**src/rtl/knight_tour_solver.sv**
```systemverilog
// rtl/knight_tour_solver.sv - depth-first backtracking knight's-tour engine with indexed move readout
// Searches W x H boards from a start square; moves are stored one-hot for random-access reads.
module knight_tour_solver #(
  parameter int BOARD_W = 5,
  parameter int BOARD_H = 5,
  parameter int MOVES   = BOARD_W * BOARD_H - 1,
  parameter int IW      = $clog2(BOARD_W * BOARD_H)
) (
  input  logic          clk,
  input  logic          rst_n,
  input  logic          go,
  input  logic          abort,
  input  logic [2:0]    x_start,
  input  logic [2:0]    y_start,
  input  logic [IW-1:0] indx,
  output logic          busy,
  output logic          done,
  output logic          fail,
  output logic          solved,
  output logic [7:0]    move,
  output logic [15:0]   backups
);

  localparam int SQ    = BOARD_W * BOARD_H;
  localparam int DEPTH = 1 << IW;

  typedef enum logic [2:0] {
    S_IDLE,
    S_INIT,
    S_POSSIBLE,
    S_TRY,
    S_BACKUP
  } state_t;

  state_t                 state_q, state_d;
  logic [SQ-1:0]          board_q, board_d;
  logic [DEPTH-1:0][7:0]  last_move_q, last_move_d;
  logic [DEPTH-1:0][7:0]  poss_q, poss_d;
  logic [2:0]             xx_q, xx_d;
  logic [2:0]             yy_q, yy_d;
  logic [IW-1:0]          move_num_q, move_num_d;
  logic [7:0]             move_try_q, move_try_d;
  logic [15:0]            backups_q, backups_d;
  logic                   done_q, done_d;
  logic                   fail_q, fail_d;
  logic                   solved_q, solved_d;

  // Offsets are returned as 3-bit two's complement; position updates wrap
  // harmlessly because only in-board targets are ever taken.
  function automatic logic [2:0] off_dx(input logic [7:0] m);
    logic [2:0] d;
    case (m)
      8'h01, 8'h10: d = 3'b111;
      8'h02, 8'h20: d = 3'b001;
      8'h04, 8'h08: d = 3'b110;
      8'h40, 8'h80: d = 3'b010;
      default:      d = 3'b000;
    endcase
    return d;
  endfunction

  function automatic logic [2:0] off_dy(input logic [7:0] m);
    logic [2:0] d;
    case (m)
      8'h01, 8'h02: d = 3'b010;
      8'h04, 8'h80: d = 3'b001;
      8'h08, 8'h40: d = 3'b111;
      8'h10, 8'h20: d = 3'b110;
      default:      d = 3'b000;
    endcase
    return d;
  endfunction

  function automatic logic [IW-1:0] sq_idx(input logic [2:0] x, input logic [2:0] y);
    return IW'(y) * IW'(BOARD_W) + IW'(x);
  endfunction

  logic [7:0] legal;

  for (genvar k = 0; k < 8; k++) begin : g_cand
    logic [2:0]        dx3, dy3;
    logic signed [4:0] tx, ty;
    logic              in_board;
    assign dx3 = off_dx(8'(1 << k));
    assign dy3 = off_dy(8'(1 << k));
    assign tx  = $signed({2'b00, xx_q}) + $signed({{2{dx3[2]}}, dx3});
    assign ty  = $signed({2'b00, yy_q}) + $signed({{2{dy3[2]}}, dy3});
    assign in_board = !tx[4] && !ty[4] &&
                      (tx[3:0] < 4'(BOARD_W)) && (ty[3:0] < 4'(BOARD_H));
    assign legal[k] = in_board && !board_q[sq_idx(tx[2:0], ty[2:0])];
  end

  logic          start_bad;
  logic          try_hit;
  logic [2:0]    fwd_x, fwd_y;
  logic [IW-1:0] prev_num;
  logic [7:0]    back_move;
  logic [2:0]    back_x, back_y;

  assign start_bad = ({1'b0, x_start} >= 4'(BOARD_W)) || ({1'b0, y_start} >= 4'(BOARD_H));
  assign try_hit   = |(poss_q[move_num_q] & move_try_q);
  assign fwd_x     = xx_q + off_dx(move_try_q);
  assign fwd_y     = yy_q + off_dy(move_try_q);
  assign prev_num  = move_num_q - IW'(1);
  assign back_move = last_move_q[prev_num];
  assign back_x    = xx_q - off_dx(back_move);
  assign back_y    = yy_q - off_dy(back_move);

  always_comb begin
    state_d     = state_q;
    board_d     = board_q;
    last_move_d = last_move_q;
    poss_d      = poss_q;
    xx_d        = xx_q;
    yy_d        = yy_q;
    move_num_d  = move_num_q;
    move_try_d  = move_try_q;
    backups_d   = backups_q;
    done_d      = 1'b0;
    fail_d      = 1'b0;
    solved_d    = solved_q;

    case (state_q)
      S_IDLE: begin
        if (go) begin
          if (start_bad) begin
            fail_d = 1'b1;
          end else begin
            board_d    = '0;
            move_num_d = '0;
            backups_d  = '0;
            solved_d   = 1'b0;
            xx_d       = x_start;
            yy_d       = y_start;
            state_d    = S_INIT;
          end
        end
      end
      S_INIT: begin
        board_d[sq_idx(xx_q, yy_q)] = 1'b1;
        state_d = S_POSSIBLE;
      end
      S_POSSIBLE: begin
        poss_d[move_num_q] = legal;
        move_try_d = 8'h01;
        state_d    = S_TRY;
      end
      S_TRY: begin
        if (try_hit) begin
          xx_d = fwd_x;
          yy_d = fwd_y;
          board_d[sq_idx(fwd_x, fwd_y)] = 1'b1;
          last_move_d[move_num_q] = move_try_q;
          move_num_d = move_num_q + IW'(1);
          if (move_num_q == IW'(MOVES - 1)) begin
            done_d   = 1'b1;
            solved_d = 1'b1;
            state_d  = S_IDLE;
          end else begin
            state_d = S_POSSIBLE;
          end
        end else if (move_try_q != 8'h80) begin
          move_try_d = move_try_q << 1;
        end else if (move_num_q == '0) begin
          fail_d  = 1'b1;
          state_d = S_IDLE;
        end else begin
          state_d = S_BACKUP;
        end
      end
      S_BACKUP: begin
        board_d[sq_idx(xx_q, yy_q)] = 1'b0;
        xx_d       = back_x;
        yy_d       = back_y;
        move_num_d = prev_num;
        move_try_d = back_move << 1;
        if (backups_q != 16'hFFFF) begin
          backups_d = backups_q + 16'd1;
        end
        // A retracted last-candidate move leaves nothing to try here; keep unwinding.
        if (back_move == 8'h80) begin
          if (prev_num == '0) begin
            fail_d  = 1'b1;
            state_d = S_IDLE;
          end
        end else begin
          state_d = S_TRY;
        end
      end
      default: state_d = S_IDLE;
    endcase

    if (abort) begin
      solved_d = 1'b0;
      if (state_q != S_IDLE) begin
        state_d = S_IDLE;
        done_d  = 1'b0;
        fail_d  = 1'b0;
      end
    end
  end

  always_ff @(posedge clk or negedge rst_n) begin
    if (!rst_n) begin
      state_q     <= S_IDLE;
      board_q     <= '0;
      last_move_q <= '0;
      poss_q      <= '0;
      xx_q        <= '0;
      yy_q        <= '0;
      move_num_q  <= '0;
      move_try_q  <= '0;
      backups_q   <= '0;
      done_q      <= 1'b0;
      fail_q      <= 1'b0;
      solved_q    <= 1'b0;
    end else begin
      state_q     <= state_d;
      board_q     <= board_d;
      last_move_q <= last_move_d;
      poss_q      <= poss_d;
      xx_q        <= xx_d;
      yy_q        <= yy_d;
      move_num_q  <= move_num_d;
      move_try_q  <= move_try_d;
      backups_q   <= backups_d;
      done_q      <= done_d;
      fail_q      <= fail_d;
      solved_q    <= solved_d;
    end
  end

  assign busy    = (state_q != S_IDLE);
  assign done    = done_q;
  assign fail    = fail_q;
  assign solved  = solved_q;
  assign backups = backups_q;
  assign move    = (indx < IW'(MOVES)) ? last_move_q[indx] : 8'h00;

endmodule

```
**config.mk**
```make
export PLATFORM = sky130hd
export DESIGN_NAME = knight_tour_solver
export DESIGN_NICKNAME = d
export VERILOG_FILES = /design/src/rtl/knight_tour_solver.sv
export SDC_FILE = /design/constraint.sdc
export NUM_CORES = 1
export LEC_CHECK = 0
export ABC_CLOCK_PERIOD_IN_PS = 5900
export CAP_MARGIN = 20
export CORE_AREA = 2 2 247 249
export CTS_BUF_LIST = sky130_fd_sc_hd__clkbuf_4 sky130_fd_sc_hd__clkbuf_8
export DETAILED_ROUTE_END_ITERATION = 7
export DIE_AREA = 0 0 249 251
export HOLD_SLACK_MARGIN = 0.15
export PLACE_DENSITY = 0.79
export SETUP_SLACK_MARGIN = 0.02
export SYNTH_ARGS = -nofsm -noshare
export SYNTH_HDL_FRONTEND = slang
export SYNTH_SLANG_ARGS = --single-unit
```
**constraint.sdc**
```tcl
create_clock -name clk -period 5.9 [get_ports clk]
set_clock_uncertainty 0.15 [all_clocks]
set_input_delay 0.885 -clock clk [delete_from_list [all_inputs] [get_ports clk]]
set_output_delay 0.885 -clock clk [all_outputs]
set_load 0.05 [all_outputs]
```
==> results of run 1 <==
[cell families (layout without fill, tap and decap cells)]
group / Yosys count / in the layout / synth area share, %
flip-flops: 578 / 578 / 44.4
adder cells (fa/ha/maj): 73 / 73 / 3.03
buffers and inverters: 208 / 322 / 3.46
AND/OR/NAND/NOR: 372 / 372 / 5.74
XOR/XNOR: 71 / 71 / 1.97
multiplexers: 777 / 777 / 34.1
other: 0 / 1 / 0
AO/OA/AOI/OAI: 377 / 377 / 7.37
[through the flow]
step	area (µm²)	instances	util, %	hold slack [ps]	setup WS, ps
after floorplan	32600	2456	-	295	1100
after global placement	33500	3177	56.1	329	847
after detailed placement	33500	3177	56.1	334	710
after CTS	35700	3350	59.7	347	652
after global routing	35700	3353	59.8	358	277
final	35700	3353	59.8	344	554
[state kept, by name, summed over array words and instances, names as in the netlist]
signal / flops
solved: 1
board_q: 25
xx_q: 3
backups: 16
done: 1
fail: 1
state_q: 3
last_move_q: 256
move_try_q: 8
poss_q: 256
move_num_q: 5
yy_q: 3
[synthesized netlist by cell type, types with 35 or more instances]
library cell  number  area [µm²]
inv_1             38         143
a21oi_1          105         526
clkbuf_1         106         398
o22ai_1           51         319
nor2_1           111         417
ha_1              62         776
mux4_2           138        3110
xnor2_1           35         307
nand2_1           91         342
xor2_1            35         307
o21ai_0           99         495
mux4_1            57        1500
mux2i_1           64         641
mux2_2           516        5810
dfrtp_1          578       14500
[layer usage]
layer  wire length, µm  share of wire (%)
met2             40600                 47
met1             34600                 40
met4              3500                4.0
met5                12              0.014
met3              7970                9.2
[cell type report]
| class | instances | area [µm²] | area share [%] |
|---|---|---|---|
| multi-input combinational | 1670 | 17000 | 47.6 |
| inverter | 40 | 150 | 0.420 |
| antenna | 1 | 2.50 | 0.00700 |
| clock inverter | 23 | 211 | 0.592 |
| sequential | 578 | 14500 | 40.5 |
| timing repair buffer | 110 | 1000 | 2.81 |
| clock buffer | 149 | 1920 | 5.37 |
| tap | 782 | 978 | 2.74 |
[what timing repair did]
action                     4_1_cts  5_1_grt
hold buffers                     1        0
setup endpoints to repair        0        0
hold endpoints to repair        58        0
[where the power goes]
| group | switching [µW] | internal (µW) | total, µW |
|---|---|---|---|
| combinational | 7360 | 4470 | 11800 |
| clock | 1690 | 2170 | 3850 |
| sequential | 580 | 4680 | 5260 |
[worst paths after layout]
| path | startpoint | end | slack [ps] | cells past startpoint |
|---|---|---|---|---|
| worst min register to register | poss_q[136]$_DFFE_PN0P_ | poss_q[136]$_DFFE_PN0P_ | 340 | 1 |
| worst min-delay path | poss_q[136]$_DFFE_PN0P_ | poss_q[136]$_DFFE_PN0P_ | 340 | 1 |
| min in group asynchronous | rst_n | last_move_q[45]$_DFFE_PN0P_ | 570 | 2 |
| worst max-delay path | move_num_q[0]$_DFFE_PN0P_ | yy_q[1]$_DFFE_PN0P_ | 550 | 19 |
| worst max register to register | move_num_q[0]$_DFFE_PN0P_ | yy_q[1]$_DFFE_PN0P_ | 550 | 19 |
| max in group asynchronous | rst_n | poss_q[112]$_DFFE_PN0P_ | 3680 | 3 |
==> metrics.yaml, run 1 <==
timing:
  fin_crit_ps: 5350
  rsz0062_at_grt: "false"
  worst_pin_slew_ps: 1100
  slew_violations: 0
  fin_crit_sh_pct: 90.6
  fmax_mhz: 187
  setup_viol: 0
  slew_headroom_pct: 26.6
  hold_violations: 0
  timing.setup.tns_ps: 0
clocking:
  cts_resized: 0
  max-clock-path-buffers: 3
  cts_setup_buffers: 0
  clockRootBuffer: "clkbuf_8"
  insertion_delay_ps: 730
  cts_buffers: 96
  cts.sinks: 578
  clk_pin_slew_ps: 70
  tritoncts: "done"
  htreeDepth: 3
drt:
  first_iter_violations: 2225
  postRouteAntennaNets: 0
  wl_um: 86600
  viasPerCell: 6.60
  firstDrtPassIters: 5
  vias: 22100
  drc: 0
  routedWlPerCell_um: 25.8
global_route:
  grt_max_degree: 165
  antenna_found_initial: 2
  first_global_vias: 23100
  grt_use_total_pct: 27.8
  met3_usage_pct: 7.36
  grtUsageMet2_pct: 44.0
  grt_pass1_wl_um: 134000
  use_met1_pct: 36.5
  grt_remaining_overflow: 0
  top_usage_layer: "met2"
worst_setup_path:
  critical-path-top-delay-family: "adder cells"
  critPathLaunchType: "flop"
  worstPathRequired_ps: 6350
  worstPathArrival_ps: 5790
  critical_path_class: "reg2reg"
  slowest_delay_ps: 770
  crit_fanout: 18
  cp_cell_sequence: "inv_1 -> ha_1 -> xor2_4 -> buf_4 -> buf_4 -> mux2i_1 -> a221oi_1 -> nor2_1 -> and3_4 -> and2_1 -> nor2_1 -> o21ai_0 -> ha_1 -> inv_1 -> fa_1 -> o22ai_1 -> a21oi_1 -> nor2_1 -> a21oi_1"
  end_kind: "flop"
  critPathSlowestCell: "a221oi_1"
  path_buf_inv: 4
  crit_path_frequent_cell: "nor2_1"
floorplan:
  dieArea_mm2: 0.0625
  die_y_um: 251
  initial_core_util_pct: 54.5
  core_area_mm2: 0.0598
  io_pins: 43
  dieWidth_um: 249
  rows: 90
placement:
  place_congestion: 0.920
  place.detailed.hpwl_um: 57500
  port_buffers: 42
synth:
  syn_nets: 2543
  synth_cell_types: 88
  seq_area_frac_synth_pct: 44.4
  syn_inst: 2456
  synth.avg_cell_area_um2: 13.3
  ys_ff_latch: 578
  ys_warn_count: 0
  yosys_most_used_dff: "dfrtp_1"
  synth_edf_count: 0
  synthArstFlopShare_pct: 100
  synth_area_mm2: 0.0326
finish:
  most-common-layout-cells: "dfrtp_1, mux2_2, mux4_2"
  fill_cells: 4479
  drive_gt1_share_pct: 37.2
  areaGrowthSynthToFinish_pct: 9.66
  num-nets-final: 2583
  layout.cells.most_common: "dfrtp_1"
min_path:
  hp-class: "reg2reg"
outcome:
  outcome: "finished, final reports clean"
power:
  total_power_uw: 20900
  power.density_mw_per_mm2: 586
  p_leak_uw: 0.0166
  ir_worst_vdd_v: 0.000801
flow_run:
  maxCapViolations: 0
(Power assumes the default switching activity.)
==> inputs of run 2 (changes only) <==
Settings changed: SLEW_MARGIN set to 20.
==> run 2 against run 1 <==
Compared with the run above: non-clock buffer count is 2 lower; clock power hardly changed; flip-flop and latch count stayed put; maximum frequency is 0.50% lower; first-iteration DRC count is 3.3% higher; total power is 0.22% lower; largest power group unchanged; count of clock-buffer cells in the layout stayed put; via count is 0.24% lower; register-to-register slack worse by 30 ps; the flow now finishes with violations (DRC); final cell count hardly changed; largest cell class unchanged; critical path depth stayed put; sequential power hardly changed.
==> metrics.yaml, run 2 (synthesis results as in run 1) <==
outcome:
  outcome: "finished, violations left"
  violations: "DRC"
placement:
  placedCellCount: 3177  # unchanged
  pre_cts_ws_ps: 710  # unchanged
  port_buffers: 42  # unchanged
  place.detailed.hpwl_um: 57500  # unchanged
  place_congestion: 0.920  # unchanged
global_route:
  grt_use_total_pct: 27.8  # unchanged
  first_global_vias: 23100  # unchanged
  grt_max_degree: 165  # unchanged
  antenna_found_initial: 2  # unchanged
  grt_pass1_wl_um: 134000  # unchanged
  grt_remaining_overflow: 0  # unchanged
finish:
  reg_top3: "last_move_q (256), poss_q (256), board_q (25)"
  post-route-util_pct: 59.7  # about the same
  num-nets-final: 2581  # -0.077%
  seq_area_mm2: 0.0145  # unchanged
  final_cell_count_no_fill: 3351  # -0.060%
  multi_input_area_mm2: 0.0170  # about the same
  layout.cells.most_common: "dfrtp_1"
  most-common-layout-cells: "dfrtp_1, mux2_2, mux4_2"
  drive_gt1_share_pct: 37.2  # about the same
  fill_cells: 4483  # +0.089%
  areaGrowthSynthToFinish_pct: 9.56  # about the same
timing:
  slew_headroom_pct: 26.8  # +0.16 points
  slew_violations: 0  # unchanged
  worst_slack_ps: 527  # -26.7 ps
  setup_viol: 0  # unchanged
  worst_pin_slew_ps: 1090  # -2.37 ps
  worst_hold_slack_ps: 344  # +0.195 ps
  fin_crit_ps: 5370  # +26.7 ps
  timing.setup.tns_ps: 0  # unchanged
  hold_violations: 0  # unchanged
  rsz0062_at_grt: "false"
  fin_crit_sh_pct: 91.1  # +0.45 points
  fmax_mhz: 186  # -0.50%
drt:
  drc: 1  # +1
  postRouteAntennaNets: 0  # unchanged
  vias: 22100  # -0.24%
  wl_um: 86300  # -0.35%
  firstDrtPassIters: 8  # +3
  viasPerCell: 6.59  # -0.18%
  first_iter_violations: 2299  # +3.3%
  routedWlPerCell_um: 25.8  # -0.30%
clocking:
  htreeDepth: 3  # unchanged
  insertion_delay_ps: 730  # about the same
  max-clock-path-buffers: 3  # unchanged
  cts_resized: 0  # unchanged
  cts_buffers: 96  # unchanged
  cts.sinks: 578  # unchanged
  tritoncts: "done"
  clk_pin_slew_ps: 70  # about the same
  cts_setup_buffers: 0  # unchanged
  clockRootBuffer: "clkbuf_8"
floorplan:
  dieWidth_um: 249  # unchanged
  die_y_um: 251  # unchanged
  core_area_mm2: 0.0598  # unchanged
  io_pins: 43  # unchanged
  rows: 90  # unchanged
  initial_core_util_pct: 54.5  # unchanged
  dieArea_mm2: 0.0625  # unchanged
worst_setup_path:
  critPathLaunchType: "flop"
  critical_path_class: "reg2reg"
  worstPathArrival_ps: 5820  # +30 ps
  end_kind: "flop"
  worstPathRequired_ps: 6350  # about the same
  crit_fanout: 12  # -6
power:
  ir_worst_vdd_v: 0.000800  # -0.22%
  power.density_mw_per_mm2: 585  # -0.13%
  p_leak_uw: 0.0166  # -0.12%
min_path:
  hp-class: "reg2reg"
flow_run:
  maxCapViolations: 0  # unchanged
run 2: layer usage:
layer / global-route usage [%] / wire, µm / vias to the layer above
met2: 44.0 / 40300 / 1039
met5: 0 / 12 / -
li1: - / - / 9430
met3: 7.36 / 7710 / 257
met4: 12.1 / 3680 / 2
met1: 36.5 / 34600 / 11300
run 2: report_power, final:
| part | leakage [µW] | switching, µW | total (µW) | internal, µW |
|---|---|---|---|---|
| clock network | 0.00112 | 1690 | 3860 | 2170 |
| registers | 0.00797 | 581 | 5260 | 4680 |
| logic | 0.00747 | 7340 | 11800 | 4430 |
| total | 0.0166 | 9610 | 20900 | 11300 |
run 2: path summary, 6_finish.rpt:
path,depth (start not counted),to,slack [ps],start
hold / removal,1,poss_q[9]$_DFFE_PN0P_,340,poss_q[9]$_DFFE_PN0P_
setup reg to reg,19,yy_q[1]$_DFFE_PN0P_,530,move_num_q[0]$_DFFE_PN0P_
setup / recovery,19,yy_q[1]$_DFFE_PN0P_,530,move_num_q[0]$_DFFE_PN0P_
max in group asynchronous,3,poss_q[86]$_DFFE_PN0P_,3670,rst_n
min in group asynchronous,2,last_move_q[58]$_DFFE_PN0P_,570,rst_n
hold reg to reg,1,poss_q[9]$_DFFE_PN0P_,340,poss_q[9]$_DFFE_PN0P_
run 2: what timing repair did:
item	4_1_cts	5_1_grt
hold buffers	1	0
endpoints found under the setup margin	0	0
endpoints found under the hold margin	58	0
run 2: worst max-delay path, cell delays in order (launching register included):
cell and delay, ps:
dfrtp_4 500, inv_1 170, ha_1 590, nor3b_1 160, a311oi_4 510, o22ai_1 160
o22a_1 210, a221oi_1 810, nor2_1 220, and3_4 270, and2_1 170, nor2_1 90
o21ai_0 100, ha_1 200, inv_1 70, fa_1 420, o22ai_1 170, a21oi_1 70
nor2_1 140, a21oi_1 60
run 2: stage by stage:
| stage | total power [µW] | area, µm² |
|---|---|---|
| final | 20900 | 35700 |
| after global routing | 22100 | 35700 |
| after CTS | 20700 | 35700 |
| after detailed placement | 16800 | 33500 |
| after global placement | 16400 | 33500 |
| after floorplan | 13700 | 32600 |
run 2: layout make-up:
type	instances	area share, %
diodes	1	0.00701
clock buffers	149	5.38
clock inverters	23	0.592
inverters	40	0.421
multi-input cells	1670	47.6
flip-flops and latches	578	40.5
well taps	782	2.74
repair buffers	108	2.71
==> inputs of run 3 (changes only) <==
Settings changed: TNS_END_PERCENT set to 10.
==> results of run 3 <==
No change in the layout: final DEF, timing and power equal those of run 2.
